--- src/rtl/multicycle_control.sv ---
// multicycle_control: Moore-style sequencer for a shared multicycle MIPS
// datapath (R-type, addi, lw, sw, beq, j). Drives every mux select, write
// enable and the unified memory request, waits on MemReady_i, and flags a
// sticky error on illegal opcodes or memory timeouts.
//
// Optional build macro PERF_COUNT_EN adds RetireCnt_o, a wrapping count of
// instructions that completed normally.
//
// Handshake: MemReq_o (with IorD_o/MemWrite_o) is raised in FETCH, MEMRD and
// MEMWR and held unchanged until the cycle MemReady_i=1, which completes the
// access in that same cycle; MemReady_i is ignored in every other state.
module multicycle_control #(
  parameter int MEM_TIMEOUT = 255,
  parameter int CNT_W       = 8
) (
  input  logic       clk_i,
  input  logic       rst_i,
  input  logic [5:0] Op_i,
  input  logic       Zero_i,
  input  logic       MemReady_i,
  output logic       MemReq_o,
  output logic       MemWrite_o,
  output logic       IorD_o,
  output logic       IRWrite_o,
  output logic       PCWrite_o,
  output logic       PCWriteCond_o,
  output logic [1:0] PCSource_o,
  output logic       ALUSrcA_o,
  output logic [1:0] ALUSrcB_o,
  output logic [1:0] ALUOp_o,
  output logic       RegWrite_o,
  output logic       RegDst_o,
  output logic       MemtoReg_o,
  output logic [3:0] State_o,
  output logic       Err_o
`ifdef PERF_COUNT_EN
  ,
  output logic [31:0] RetireCnt_o
`endif
);

  typedef enum logic [3:0] {
    S_FETCH  = 4'd0,
    S_DECODE = 4'd1,
    S_MEMADR = 4'd2,
    S_MEMRD  = 4'd3,
    S_MEMWB  = 4'd4,
    S_MEMWR  = 4'd5,
    S_EXEC   = 4'd6,
    S_ALUWB  = 4'd7,
    S_BRANCH = 4'd8,
    S_JUMP   = 4'd9,
    S_ADDIEX = 4'd10,
    S_ADDIWB = 4'd11
  } state_t;

  localparam logic [5:0] OP_RTYPE = 6'b000000;
  localparam logic [5:0] OP_ADDI  = 6'b001000;
  localparam logic [5:0] OP_LW    = 6'b100011;
  localparam logic [5:0] OP_SW    = 6'b101011;
  localparam logic [5:0] OP_BEQ   = 6'b000100;
  localparam logic [5:0] OP_J     = 6'b000010;

  localparam logic [CNT_W-1:0] TO_CNT = CNT_W'(MEM_TIMEOUT);

  state_t           state_q, state_d;
  logic             err_q, err_d;
  logic [CNT_W-1:0] cnt_q, cnt_d;
  logic             mem_wait;
  logic             timeout_hit;

  assign State_o = state_q;
  assign Err_o   = err_q;

  // State, error flag and wait counter registers with synchronous reset.
  always_ff @(posedge clk_i) begin
    if (rst_i) begin
      state_q <= S_FETCH;
      err_q   <= 1'b0;
      cnt_q   <= '0;
    end else begin
      state_q <= state_d;
      err_q   <= err_d;
      cnt_q   <= cnt_d;
    end
  end

  // Next state, sticky error and wait counter; a timeout overrides the
  // normal transition but a same-cycle MemReady_i always wins.
  always_comb begin
    state_d     = state_q;
    err_d       = err_q;
    cnt_d       = cnt_q;
    mem_wait    = (state_q == S_FETCH) || (state_q == S_MEMRD) || (state_q == S_MEMWR);
    timeout_hit = mem_wait && (MEM_TIMEOUT != 0) && (cnt_q == TO_CNT) && !MemReady_i;
    case (state_q)
      S_FETCH:  if (MemReady_i) state_d = S_DECODE;
      S_DECODE: begin
        case (Op_i)
          OP_RTYPE:     state_d = S_EXEC;
          OP_ADDI:      state_d = S_ADDIEX;
          OP_LW, OP_SW: state_d = S_MEMADR;
          OP_BEQ:       state_d = S_BRANCH;
          OP_J:         state_d = S_JUMP;
          default: begin
            err_d   = 1'b1;
            state_d = S_FETCH;
          end
        endcase
      end
      S_MEMADR: state_d = (Op_i == OP_SW) ? S_MEMWR : S_MEMRD;
      S_MEMRD:  if (MemReady_i) state_d = S_MEMWB;
      S_MEMWB:  state_d = S_FETCH;
      S_MEMWR:  if (MemReady_i) state_d = S_FETCH;
      S_EXEC:   state_d = S_ALUWB;
      S_ALUWB:  state_d = S_FETCH;
      S_ADDIEX: state_d = S_ADDIWB;
      S_ADDIWB: state_d = S_FETCH;
      S_BRANCH: state_d = S_FETCH;
      S_JUMP:   state_d = S_FETCH;
      default:  state_d = S_FETCH;
    endcase
    if (timeout_hit) begin
      err_d   = 1'b1;
      state_d = S_FETCH;
    end
    // FETCH->FETCH on timeout is not a state change, so clear explicitly.
    if (!mem_wait || (state_d != state_q) || timeout_hit) begin
      cnt_d = '0;
    end else if (!MemReady_i) begin
      cnt_d = cnt_q + CNT_W'(1);
    end
  end

  // Moore control outputs per state; FETCH write enables follow MemReady_i
  // and everything is held low while reset is asserted.
  always_comb begin
    MemReq_o      = 1'b0;
    MemWrite_o    = 1'b0;
    IorD_o        = 1'b0;
    IRWrite_o     = 1'b0;
    PCWrite_o     = 1'b0;
    PCWriteCond_o = 1'b0;
    PCSource_o    = 2'b00;
    ALUSrcA_o     = 1'b0;
    ALUSrcB_o     = 2'b00;
    ALUOp_o       = 2'b00;
    RegWrite_o    = 1'b0;
    RegDst_o      = 1'b0;
    MemtoReg_o    = 1'b0;
    if (!rst_i) begin
      case (state_q)
        S_FETCH: begin
          MemReq_o  = 1'b1;
          ALUSrcB_o = 2'b01;
          ALUOp_o   = 2'b01;
          IRWrite_o = MemReady_i;
          PCWrite_o = MemReady_i;
        end
        S_DECODE: begin
          ALUSrcB_o = 2'b11;
          ALUOp_o   = 2'b01;
        end
        S_MEMADR, S_ADDIEX: begin
          ALUSrcA_o = 1'b1;
          ALUSrcB_o = 2'b10;
          ALUOp_o   = 2'b01;
        end
        S_MEMRD: begin
          MemReq_o = 1'b1;
          IorD_o   = 1'b1;
        end
        S_MEMWB: begin
          RegWrite_o = 1'b1;
          MemtoReg_o = 1'b1;
        end
        S_MEMWR: begin
          MemReq_o   = 1'b1;
          MemWrite_o = 1'b1;
          IorD_o     = 1'b1;
        end
        S_EXEC: begin
          ALUSrcA_o = 1'b1;
        end
        S_ALUWB: begin
          RegWrite_o = 1'b1;
          RegDst_o   = 1'b1;
        end
        S_ADDIWB: begin
          RegWrite_o = 1'b1;
        end
        S_BRANCH: begin
          ALUSrcA_o     = 1'b1;
          ALUOp_o       = 2'b10;
          PCSource_o    = 2'b01;
          PCWriteCond_o = Zero_i;
        end
        S_JUMP: begin
          PCWrite_o  = 1'b1;
          PCSource_o = 2'b10;
        end
        default: begin
          MemReq_o = 1'b0;
        end
      endcase
    end
  end

`ifdef PERF_COUNT_EN
  logic [31:0] retire_q, retire_d;

  assign RetireCnt_o = retire_q;

  // Count normal completions only; error and timeout exits are not retired.
  always_comb begin
    retire_d = retire_q;
    case (state_q)
      S_MEMWB, S_ALUWB, S_ADDIWB, S_BRANCH, S_JUMP: retire_d = retire_q + 32'd1;
      S_MEMWR: if (MemReady_i) retire_d = retire_q + 32'd1;
      default: retire_d = retire_q;
    endcase
  end

  // Retired-instruction counter register.
  always_ff @(posedge clk_i) begin
    if (rst_i) retire_q <= 32'd0;
    else       retire_q <= retire_d;
  end
`endif

endmodule

--- config.mk ---
export PLATFORM = sky130hd
export DESIGN_NAME = multicycle_control
export DESIGN_NICKNAME = d
export VERILOG_FILES = /design/src/rtl/multicycle_control.sv
export SDC_FILE = /design/constraint.sdc
export NUM_CORES = 1
export LEC_CHECK = 0
export ABC_CLOCK_PERIOD_IN_PS = 4400
export BUFFER_PORTS_ARGS = -buffer_cell sky130_fd_sc_hd__buf_4
export CORE_MARGIN = 2
export CORE_UTILIZATION = 30
export DETAILED_ROUTE_END_ITERATION = 10
export HOLD_SLACK_MARGIN = 0.06
export SLEW_MARGIN = 5
export SYNTH_ARGS = -nofsm -noshare
export SYNTH_HDL_FRONTEND = slang
export SYNTH_SLANG_ARGS = --single-unit
--- constraint.sdc ---
create_clock -name clk_i -period 4.4 [get_ports clk_i]
set_input_delay 0.66 -clock clk_i [delete_from_list [all_inputs] [get_ports clk_i]]
set_output_delay 0.66 -clock clk_i [all_outputs]
set_load 0.05 [all_outputs]
==> qor.yml <==
placed_design:
  hpwl_mm: 2.113
  pre_cts_ws_ns: 2.036
  dpl-instance-area_mm2: 0.001331
  port_buffers: 30
  gp_congestion: 0.8958
logic_synthesis:
  muxShareOfSynthArea: 0.009009
  synth_edf_count: 0
  synthesis.area_mm2: 0.001111
  yosys.cell_types.count: 50
  synth_fa_ha_area_frac: 0.01126
  avgSynthCellArea_um2: 7.558
  synthFlopType: "dfxtp_1"
  syn_nets: 158
  yosysWarnings: 0
  synth-seq-area-share: 0.2342
  synth_top_family_by_area: "simple AND/OR/NAND/NOR gates"
  synth-compound-area-share: 0.2275
  synth_common_cells: "dfxtp_1, nor2_1, nor3_1"
  ys_seq_elements: 13
  synth_xor_area_frac: 0.07883
  synthTopCellsByArea: "dfxtp_1, nor3_1, nor2_1, xnor2_1, xor2_1"
  yosysTopAreaCellShare: 0.2342
  yosys.area_share.simple: 0.3671
  yosys.area.top_type: "dfxtp_1"
  syn_inst: 147
  synthArstFlopShare: 0
clock_tree:
  cts_buffers: 3
  cts_max_level: 1
  cts_root_buf: "clkbuf_8"
  postCtsHoldBufs: 0
  post_cts_resized: 0
  cts_tree: "yes"
  clock_sinks: 13
  clock_latency_ns: 0.23
  postCtsSetupRepairBufs: 0
  clockBufferDepth: 2
  path_clk_slew_ns: 0.05
global_routing:
  grt_pass1_wl_mm: 4.899
  grt_use_met3: 0.01736
  grt_start_max_net_pins: 24
  grtUsageMet1: 0.1975
  track_usage: 0.1412
  grtUsageMet2: 0.2345
  grt_overflow: 0
  antenna_found_initial: 0
  grt_pass1_vias: 1087
  top_usage_layer: "met2"
sta:
  post-route-period-util: 0.6043
  rsz0062_at_grt: "no"
  setup_ws_ns: 1.741
  tns_ns: 0
  clock_skew_ns: 0.001713
  hold_viol_final: 0
  post-route-min-period_ns: 2.659
  slew_violations: 0
  worst_pin_slew_ns: 0.7875
  relSlewSlack: 0.4743
  finalSetupViolCount: 0
  clock.fmax_mhz: 376.1
power_and_ir_drop:
  p_total_uw: 298.1
  irDropWorstVdd_mv: 0.08342
  power_leakage_uw: 0.0005225
  p_switching_uw: 89.51
  power_per_cell_area_mw_per_mm2: 216.6
  pwr-share-clk: 0.347
  p_int_uw: 208.6
  combinationalPowerShare: 0.233
  seqPwrFrac: 0.420
  swShare: 0.3002
floorplan:
  floorplan.io_pins: 31
  std_cell_rows: 22
  die-width_um: 64.86
  die_height_um: 64.86
  initial_utilization: 0.3081
  dieArea_mm2: 0.004206
  core_mm2: 0.003606
critical_path:
  crit_path_start_kind: "flop"
  crit_required_ns: 3.74
  cp_max_fo: 23
  endpoint_kind: "output port"
  crit_type: "flop to output port"
  worstPathArrival_ns: 2.00
route:
  first_iter_violations: 29
  wl_mm: 2.823
  via_count: 1163
  vias_per_cell: 5.384
  wl_per_cell_um: 13.07
  antenna_left: 0
  drc: 0
  dr.pass1.iters: 4
layout:
  drive_gt1_frac: 0.2440
  multiInputGateArea_um2: 770.7
  fill_cells: 382
  area_delta_synth_final_pct: 23.87
  antenna_cells: 0
  seq_area_um2: 260.3
  layout.nets: 180
  stdcell_area_mm2: 0.001376
status:
  status: "complete, no violations"
job:
  max-cap-violations: 0
hold_path:
  hp-class: "flop to flop"
==> per-layer routing <==
layer,share of wire,vias up
met5,0,-
met4,0.0067,0
met3,0.026,2
met2,0.49,19
met1,0.47,556
li1,-,586
==> sequential cells by signal (all words and copies together), names as in the netlist <==
signal   cells
State_o      4
Err_o        1
cnt_q        8
==> power by group through the flow <==
stage | Combinational (uW) | Clock (uW) | Sequential [uW]
final | 69.4 | 103 | 125
after global routing | 75.2 | 112 | 126
after CTS | 69.5 | 104 | 125
after detailed placement | 69.3 | 0 | 128
after global placement | 68.5 | 0 | 128
after floorplan | 46.0 | 0 | 130
==> metrics by stage <==
stage | hold slack, ns | std cells | utilization
6_report | 0.5268 | 216 | 0.3817
3_5_place_dp | 0.5177 | 212 | 0.3692
2_1_floorplan | 0.5003 | 147 | -
3_3_place_gp | 0.5165 | 212 | 0.3692
4_1_cts | 0.5292 | 216 | 0.3817
5_1_grt | 0.5602 | 216 | 0.3817
==> layout by cell type (no fill, tap or decap), drive strengths merged, types with 3 or more instances in the layout <==
cell type   n
a21oi       7
a31oi       5
and3b       3
buf        30
clkbuf      4
dfxtp      13
inv         3
nand2       7
nand2b      3
nand3       4
nor2       13
nor2b       6
nor3       12
nor4        3
o211ai      3
o21ai       7
or3         3
xnor2       5
xor2        5
==> critical path: stages, from the launching register on <==
cell	delay, ns
dfxtp_1	0.83
nor2_1	0.22
and3_1	0.23
or2_2	0.29
buf_4	0.19
==> layout make-up <==
type                    instances  share of cell area
clock buffers                   4             0.03273
inverters                       4             0.01091
multi-input cells             117              0.5600
flip-flops and latches         13              0.1891
well taps                      48             0.04364
repair buffers                 30              0.1636
==> path summary, 6_finish.rpt <==
| kind | from | endpoint | slack [ns] | cells after the start |
|---|---|---|---|---|
| worst max-delay path | State_o[2] | PCWrite_o | 1.74 | 4 |
| worst min-delay path | Err_o | Err_o | 0.53 | 2 |
| worst max register to register | State_o[2] | cnt_q[5] | 2.27 | 4 |
| worst min register to register | Err_o | Err_o | 0.53 | 2 |
==> cells by family after synthesis <==
kind of cell | after synthesis
and+or+nand+nor | 70
AOI/OAI and AO/OA | 35
buffers and inverters | 17
DFF | 13
xor gates and xnor gates | 10
muxes | 1
adders and majority gates | 1
Power figures use the tool's default switching activity.
